File: src/rtl/branch_predictor.sv
// Direct-mapped branch target buffer with 2-bit saturating direction counters.
// Lookup is purely combinational from the registered table. One resolved
// control-transfer instruction may update the table per cycle. Saturating
// statistics count resolved updates and mispredictions.
module branch_predictor #(
    parameter int DEPTH  = 16,
    parameter int ADDR_W = 32,
    parameter int STAT_W = 32
) (
    input  logic              clk,
    input  logic              reset,
    input  logic [ADDR_W-1:0] lk_pc,
    output logic              pred_taken,
    output logic [ADDR_W-1:0] pred_target,
    input  logic              upd_valid,
    input  logic [ADDR_W-1:0] upd_pc,
    input  logic              upd_taken,
    input  logic [ADDR_W-1:0] upd_target,
    input  logic              upd_jump,
    input  logic              upd_mispred,
    input  logic              clr,
    output logic [STAT_W-1:0] br_cnt,
    output logic [STAT_W-1:0] mp_cnt
);

    localparam int IDXW  = $clog2(DEPTH);
    localparam int TAG_W = ADDR_W - IDXW - 2;

    // Table state
    logic [DEPTH-1:0]  valid_reg;
    logic [TAG_W-1:0]  tag_reg    [DEPTH];
    logic [ADDR_W-1:0] target_reg [DEPTH];
    logic [1:0]        ctr_reg    [DEPTH];

    logic [STAT_W-1:0] br_cnt_reg;
    logic [STAT_W-1:0] mp_cnt_reg;

    // Address decomposition; pc[1:0] never participates in index or tag
    logic [IDXW-1:0]  lk_idx;
    logic [TAG_W-1:0] lk_tag;
    logic [IDXW-1:0]  upd_idx;
    logic [TAG_W-1:0] upd_tag;
    logic             unused_upd_pc_bits;

    assign lk_idx  = lk_pc[IDXW+1:2];
    assign lk_tag  = lk_pc[ADDR_W-1:IDXW+2];
    assign upd_idx = upd_pc[IDXW+1:2];
    assign upd_tag = upd_pc[ADDR_W-1:IDXW+2];
    assign unused_upd_pc_bits = ^upd_pc[1:0];

    // Lookup: forced to a miss while reset is held so the fall-through is seen
    logic lk_hit;

    assign lk_hit      = !reset && valid_reg[lk_idx] && (tag_reg[lk_idx] == lk_tag);
    assign pred_taken  = lk_hit && ctr_reg[lk_idx][1];
    assign pred_target = lk_hit ? target_reg[lk_idx] : lk_pc + ADDR_W'(4);

    // Update-side hit detection and next direction counter for a hitting entry
    logic       upd_hit;
    logic [1:0] ctr_cur;
    logic [1:0] ctr_next;

    assign upd_hit = valid_reg[upd_idx] && (tag_reg[upd_idx] == upd_tag);
    assign ctr_cur = ctr_reg[upd_idx];

    // Saturating counter step; jumps pin the counter to strongly taken
    always_comb begin
        ctr_next = ctr_cur;
        if (upd_jump) begin
            ctr_next = 2'b11;
        end else if (upd_taken) begin
            ctr_next = (ctr_cur == 2'b11) ? 2'b11 : ctr_cur + 2'd1;
        end else begin
            ctr_next = (ctr_cur == 2'b00) ? 2'b00 : ctr_cur - 2'd1;
        end
    end

    // Table maintenance: reset, invalidate-all (wins over update), hit update, allocation
    always_ff @(posedge clk or posedge reset) begin
        if (reset) begin
            valid_reg <= '0;
            for (int i = 0; i < DEPTH; i++) begin
                tag_reg[i]    <= '0;
                target_reg[i] <= '0;
                ctr_reg[i]    <= 2'b01;
            end
        end else if (clr) begin
            valid_reg <= '0;
        end else if (upd_valid) begin
            if (upd_hit) begin
                ctr_reg[upd_idx] <= ctr_next;
                if (upd_jump || upd_taken) begin
                    target_reg[upd_idx] <= upd_target;
                end
            end else if (upd_jump || upd_taken) begin
                valid_reg[upd_idx]  <= 1'b1;
                tag_reg[upd_idx]    <= upd_tag;
                target_reg[upd_idx] <= upd_target;
                ctr_reg[upd_idx]    <= upd_jump ? 2'b11 : 2'b10;
            end
        end
    end

    // Saturating statistics; an update discarded by clr is not counted
    always_ff @(posedge clk or posedge reset) begin
        if (reset) begin
            br_cnt_reg <= '0;
            mp_cnt_reg <= '0;
        end else if (upd_valid && !clr) begin
            if (!(&br_cnt_reg)) begin
                br_cnt_reg <= br_cnt_reg + STAT_W'(1);
            end
            if (upd_mispred && !(&mp_cnt_reg)) begin
                mp_cnt_reg <= mp_cnt_reg + STAT_W'(1);
            end
        end
    end

    assign br_cnt = br_cnt_reg;
    assign mp_cnt = mp_cnt_reg;

endmodule

File: config.mk
export PLATFORM = sky130hd
export DESIGN_NAME = branch_predictor
export DESIGN_NICKNAME = d
export VERILOG_FILES = /design/src/rtl/branch_predictor.sv
export SDC_FILE = /design/constraint.sdc
export NUM_CORES = 2
export LEC_CHECK = 0
export CORE_MARGIN = 2
export CORE_UTILIZATION = 45
export DETAILED_ROUTE_END_ITERATION = 8
export MAX_ROUTING_LAYER = met4
export REMOVE_ABC_BUFFERS = 1
export SYNTH_ARGS = -nofsm -noshare
export SYNTH_HDL_FRONTEND = slang
export SYNTH_SLANG_ARGS = --single-unit
export TNS_END_PERCENT = 20
File: constraint.sdc
create_clock -name clk -period 48.6 [get_ports clk]
set_input_delay 4.86 -clock clk [delete_from_list [all_inputs] [get_ports clk]]
set_output_delay 4.86 -clock clk [all_outputs]
set_load 0.01 [all_outputs]
# Yosys cells after proc, flatten, opt, wreduce, memory -nomap -nowiden
# Cells that the tools add are included.
# classes
eq_ne	4
n_bitwise	6
add_sub_neg	5
n_reduce_logical	24
n_mux	43
order_cmp	6
# ops
cell	count
$bwmux W512	1
$bwmux W416	1
$bmux W26 S4	2
$mux W32	6
$mux W26	5
$bmux W32 S4	1
$demux W32 S4	1
$demux W26 S4	1
$add A32 B1 Y32 const B	2
$bwmux W32	2
$mux W16	4
$reduce_and A32 Y1	2
$eq A26 B26 Y1	2
$add A32 B3 Y32 const B	1
$mux W2	9
$bmux W2 S4	2
$or A16 B16 Y16	1
$ge A5 B5 Y1 const B	2
$lt A4 B5 Y1 const B	2
$not A4 Y5	2
$reduce_and A3 Y1	3
$bmux W1 S4	2
$demux W2 S4	1
$logic_and A1 B1 Y1	8
15 further kinds	25
# totals
word_cells	139
reg_bits	1040
inputBits	103

# Longest topological paths before layout
# logic_depth
word_depth	10
ltp_mapped	18
depth_no_buf	10

# Worst setup path before layout
# Ideal clock, no wire load.
# synth_timing
kind	input port to output port
from	input port reset
to	output port pred_target[10]
n_path_buf	2
path_stages	8
slack_ps	14620
arrival_time_ps	29120
cell_sequence	inv_1 > and2_1 > nand4_1 > nor4_1 > nand2_1 > clkbuf_1 > buf_1 > a21oi_1
# synth_via
elab_chain_len	4
# synth_rtl
item	line_no	text
from (decl)	11	input logic reset,
$logic_not A1 Y1 (no line)	--	
$logic_and A1 B1 Y1 (2 in series)	54	assign lk_hit = !reset && valid_reg[lk_idx] && (tag_reg[lk_idx] == lk_tag);
$mux W32	56	assign pred_target = lk_hit ? target_reg[lk_idx] : lk_pc + ADDR_W'(4);
to (decl)	14	output logic [ADDR_W-1:0] pred_target,
# Every way passes these cells.

# Final worst setup path
# layout_timing
from	input port lk_pc[2]
to	output port pred_target[18]
# layout_via
elab_chain_len	7
word_cells_on_any_way	14
classes_between	add/sub: 1; eq/ne: 1; mux: 9; bitwise: 1; reduce/logical: 2
# layout_rtl
item	line_no	text
from (decl)	12	input logic [ADDR_W-1:0] lk_pc,
$not A4 Y5 (implied by the code)	54, 56	
$bmux W26 S4	54	
$mux W26 (implied by the code) (2 in series)	54	
$eq A26 B26 Y1	54	
$logic_and A1 B1 Y1	54	
$mux W32 *	56	
# Every way passes the cells marked *; elsewhere a longest branch is shown, timed or not. The select of a mux whose other input is x is not followed.

==> results.yml <==
placement:
  place_area_um2: 56700
  gp_congestion: 0.848
  post-place-ws_ns: 32.64
  hpwl_um: 87700
  placed_cells: 5038
  port_buffers: 197
global_route:
  grt_max_degree: 156
  grt_util_met2: 0.389
  grt_pass1_vias: 32800
  grt.total_usage: 0.259
  grt_first_pass_wirelength_um: 227000
  grt_overflow_total: 0
  antenna_found_initial: 16
  grt_most_used_layer: "met2"
  use_met3: 0.0468
  grt_use_met1: 0.370
power_and_ir_drop:
  vdd_ir_drop_max_mv: 0.0300
  power_density_nw_per_um2: 40.8
  totalPowerFinal_mw: 2.48
  p_leak_nw: 26.6
layout:
  final_cells: 5269
  register_area_um2: 26000
  largest_reg_flops: 512
  drive_above_1_share: 0.455
  stdcell_area_um2: 60800
  fin_nets: 3661
  final_common_cell: "dfrtp_1"
  multiInputGateArea_um2: 26100
  area_growth_pct: 12.9
  n_fill_cell: 9905
  layout_common_cells: "1,024 x dfrtp_1, 652 x mux2_2, 383 x mux4_2"
  final_util: 0.514
logic_synthesis:
  synth_mux_area_frac: 0.398
  yosys.area_share.simple: 0.0359
  synth-edff-count: 0
  ys.flop_type: "dfrtp_1"
  syn_inst: 3481
  synth_xor_area_frac: 0.0218
  synthAdderAreaFrac: 0.000697
  synth_area_per_cell_um2: 15.5
  ys_seq_area_frac: 0.484
  netlist_area_um2: 53800
  ys_ff_latch: 1040
  ys_async_sr_fraction: 1.00
  yosysWarningCount: 0
  yosysUniqueCellTypes: 74
  synth.top_cells.by_area: "dfrtp_1 48%, mux4_2 16%, mux2_2 14%"
  synth_compound_area_frac: 0.0262
  yosys.area.top_type_share: 0.476
  synth_top_family_by_area: "multiplexers"
  synth_top_area_cell: "dfrtp_1"
clocking:
  clk_latency_ns: 0.73
  post_cts_resized: 0
  clkTransAtPathRegs_ns: 0.06
  cts_max_path_buffers: 3
  cts_tree: "yes"
  post_cts_buffers: 0
  cts_hold_buffers: 0
  root_buffer: "clkbuf_16"
  htree_levels: 3
  cts_buffers: 115
  cts_sinks: 1040
drt:
  dr.pass1.iters: 5
  num_vias: 31700
  route.detailed.drc: 0
  drt-total-wl_um: 151000
  avgViaCountPerCell: 6.03
  wl_per_cell_um: 28.7
  drtIter0Drc: 2609
  antenna_left: 0
hold_path:
  holdCritStartpoint: "br_cnt[22]$_DFFE_PP0P_"
  hold_path.class: "flop to flop"
  whs_endpoint: "br_cnt[22]$_DFFE_PP0P_"
  whs_path_depth: 1
timing:
  finClkSkew_ns: 0.0372
  worstMarginPinSlew_ns: 1.15
  fin_setup_tns_ns: 0
  setup_viol: 0
  hold_violations: 0
  setup_slack_ns: 32.67
  fin_hold_ws_ns: 0.483
  fmax_ghz: 0.0628
  drv_slew: 0
  min_period_over_period: 0.328
  rsz0062_at_grt: "false"
  post-route-min-period_ns: 15.93
  maxSlewHeadroom: 0.232
worst_setup_path:
  cp_slowest_cell: "a21oi_1"
  r2r-start: "tag_reg[273]$_DFFE_PP0P_"
  rr_endpoint: "ctr_reg[27]$_DFFE_PP0P_"
  max_stage_delay_ns: 0.96
  path_class: "input port to output pin"
  rr_worst_depth: 8
  critPathMostFrequentCell: "mux4_2"
  critical_path_arrival_ns: 11.07
  rrSetupSlack_ns: 43.45
  start_kind: "input port"
  cp_max_fo: 86
  crit_path_end_kind: "output pin"
  critPathRequiredTime_ns: 43.74
  crit_chain: "buf_8 -> buf_4 -> buf_12 -> mux4_2 -> mux4_2 -> xnor2_1 -> nand4_1 -> nor4_1 -> nand2_4 -> a21oi_1 -> clkdlybuf4s50_1"
die:
  dieArea_um2: 122000
  rows: 126
  initial_core_util: 0.455
  dieWidth_um: 350
  num_io_pins: 200
  die_h_um: 350
  core_um2: 118000
status:
  status: "finished clean"
job:
  drv_cap: 0
-- layer usage --
metal	vias up	part of all wire
li1	13300	-
met1	17300	0.45
met2	959	0.46
met3	190	0.065
met4	0	0.018
met5	-	0
-- power breakdown --
part | leakage, nW | internal [mW] | switching, mW | total (mW)
combinational | 11.1 | 0.278 | 0.172 | 0.450
clock | 1.97 | 0.543 | 0.377 | 0.921
sequential | 13.5 | 1.01 | 0.0950 | 1.11
-- synth_stat cells, types with 4 or more instances --
cell type  instances
a21boi_0          12
a21o_1            15
a21oi_1           41
a22o_1             5
a22oi_1           21
a2bb2oi_1         29
a31oi_1            6
and2_1            10
and2_4             9
and3_1            21
and4_1             9
buf_1             37
buf_12             6
buf_2             29
buf_4             11
buf_6             52
clkbuf_1         169
dfrtp_1         1024
dfstp_2           16
inv_1             23
mux2_2           652
mux2_4           305
mux2i_1           67
mux4_1             8
mux4_2           383
nand2_1           68
nand2b_1          10
nand3_1           44
nand4_1           35
nor2_1            90
nor2b_1           10
nor2b_4            7
nor3_1            16
o21a_1             5
o21ai_0           18
o221ai_1           4
o22ai_1           10
o31ai_1            6
or3_1              7
xnor2_1           86
xor2_1            48
-- critical path: cells and delay by family --
kind | cells | cell delay [ns]
buffers and inverters | 4 | 2.43
and+or+nand+nor | 3 | 1.24
muxes | 2 | 1.23
AOI/OAI and AO/OA | 1 | 0.96
xor gates and xnor gates | 1 | 0.18
-- how the worst max path moves through the flow --
| stage | start | endpoint | slack [ns] | cells past startpoint |
|---|---|---|---|---|
| after floorplan | reset | pred_target[0] | 14.06 | 6 |
| after global placement | lk_pc[2] | pred_target[18] | 32.65 | 11 |
| after detailed placement | lk_pc[2] | pred_target[18] | 32.64 | 11 |
| after CTS | lk_pc[2] | pred_target[18] | 32.63 | 11 |
| after global routing | lk_pc[2] | pred_target[25] | 32.35 | 11 |
| final | lk_pc[2] | pred_target[18] | 32.67 | 11 |
-- layout make-up --
type	instances	area share
Clock inverter	47	0.0108
Clock buffer	171	0.0557
Multi-Input combinational cell	2112	0.429
Antenna cell	13	0.000535
Tap cell	1600	0.0329
Sequential cell	1040	0.428
Timing Repair Buffer	261	0.0412
Inverter	25	0.00167
-- logic make-up after synthesis --
family,after synthesis
multiplexers,1415
flip-flops,1040
AND/OR/NAND/NOR,363
buffers and inverters,329
AO/OA/AOI/OAI,197
XOR/XNOR,134
adder cells (fa/ha/maj),3
Power figures use the tool's default switching activity.
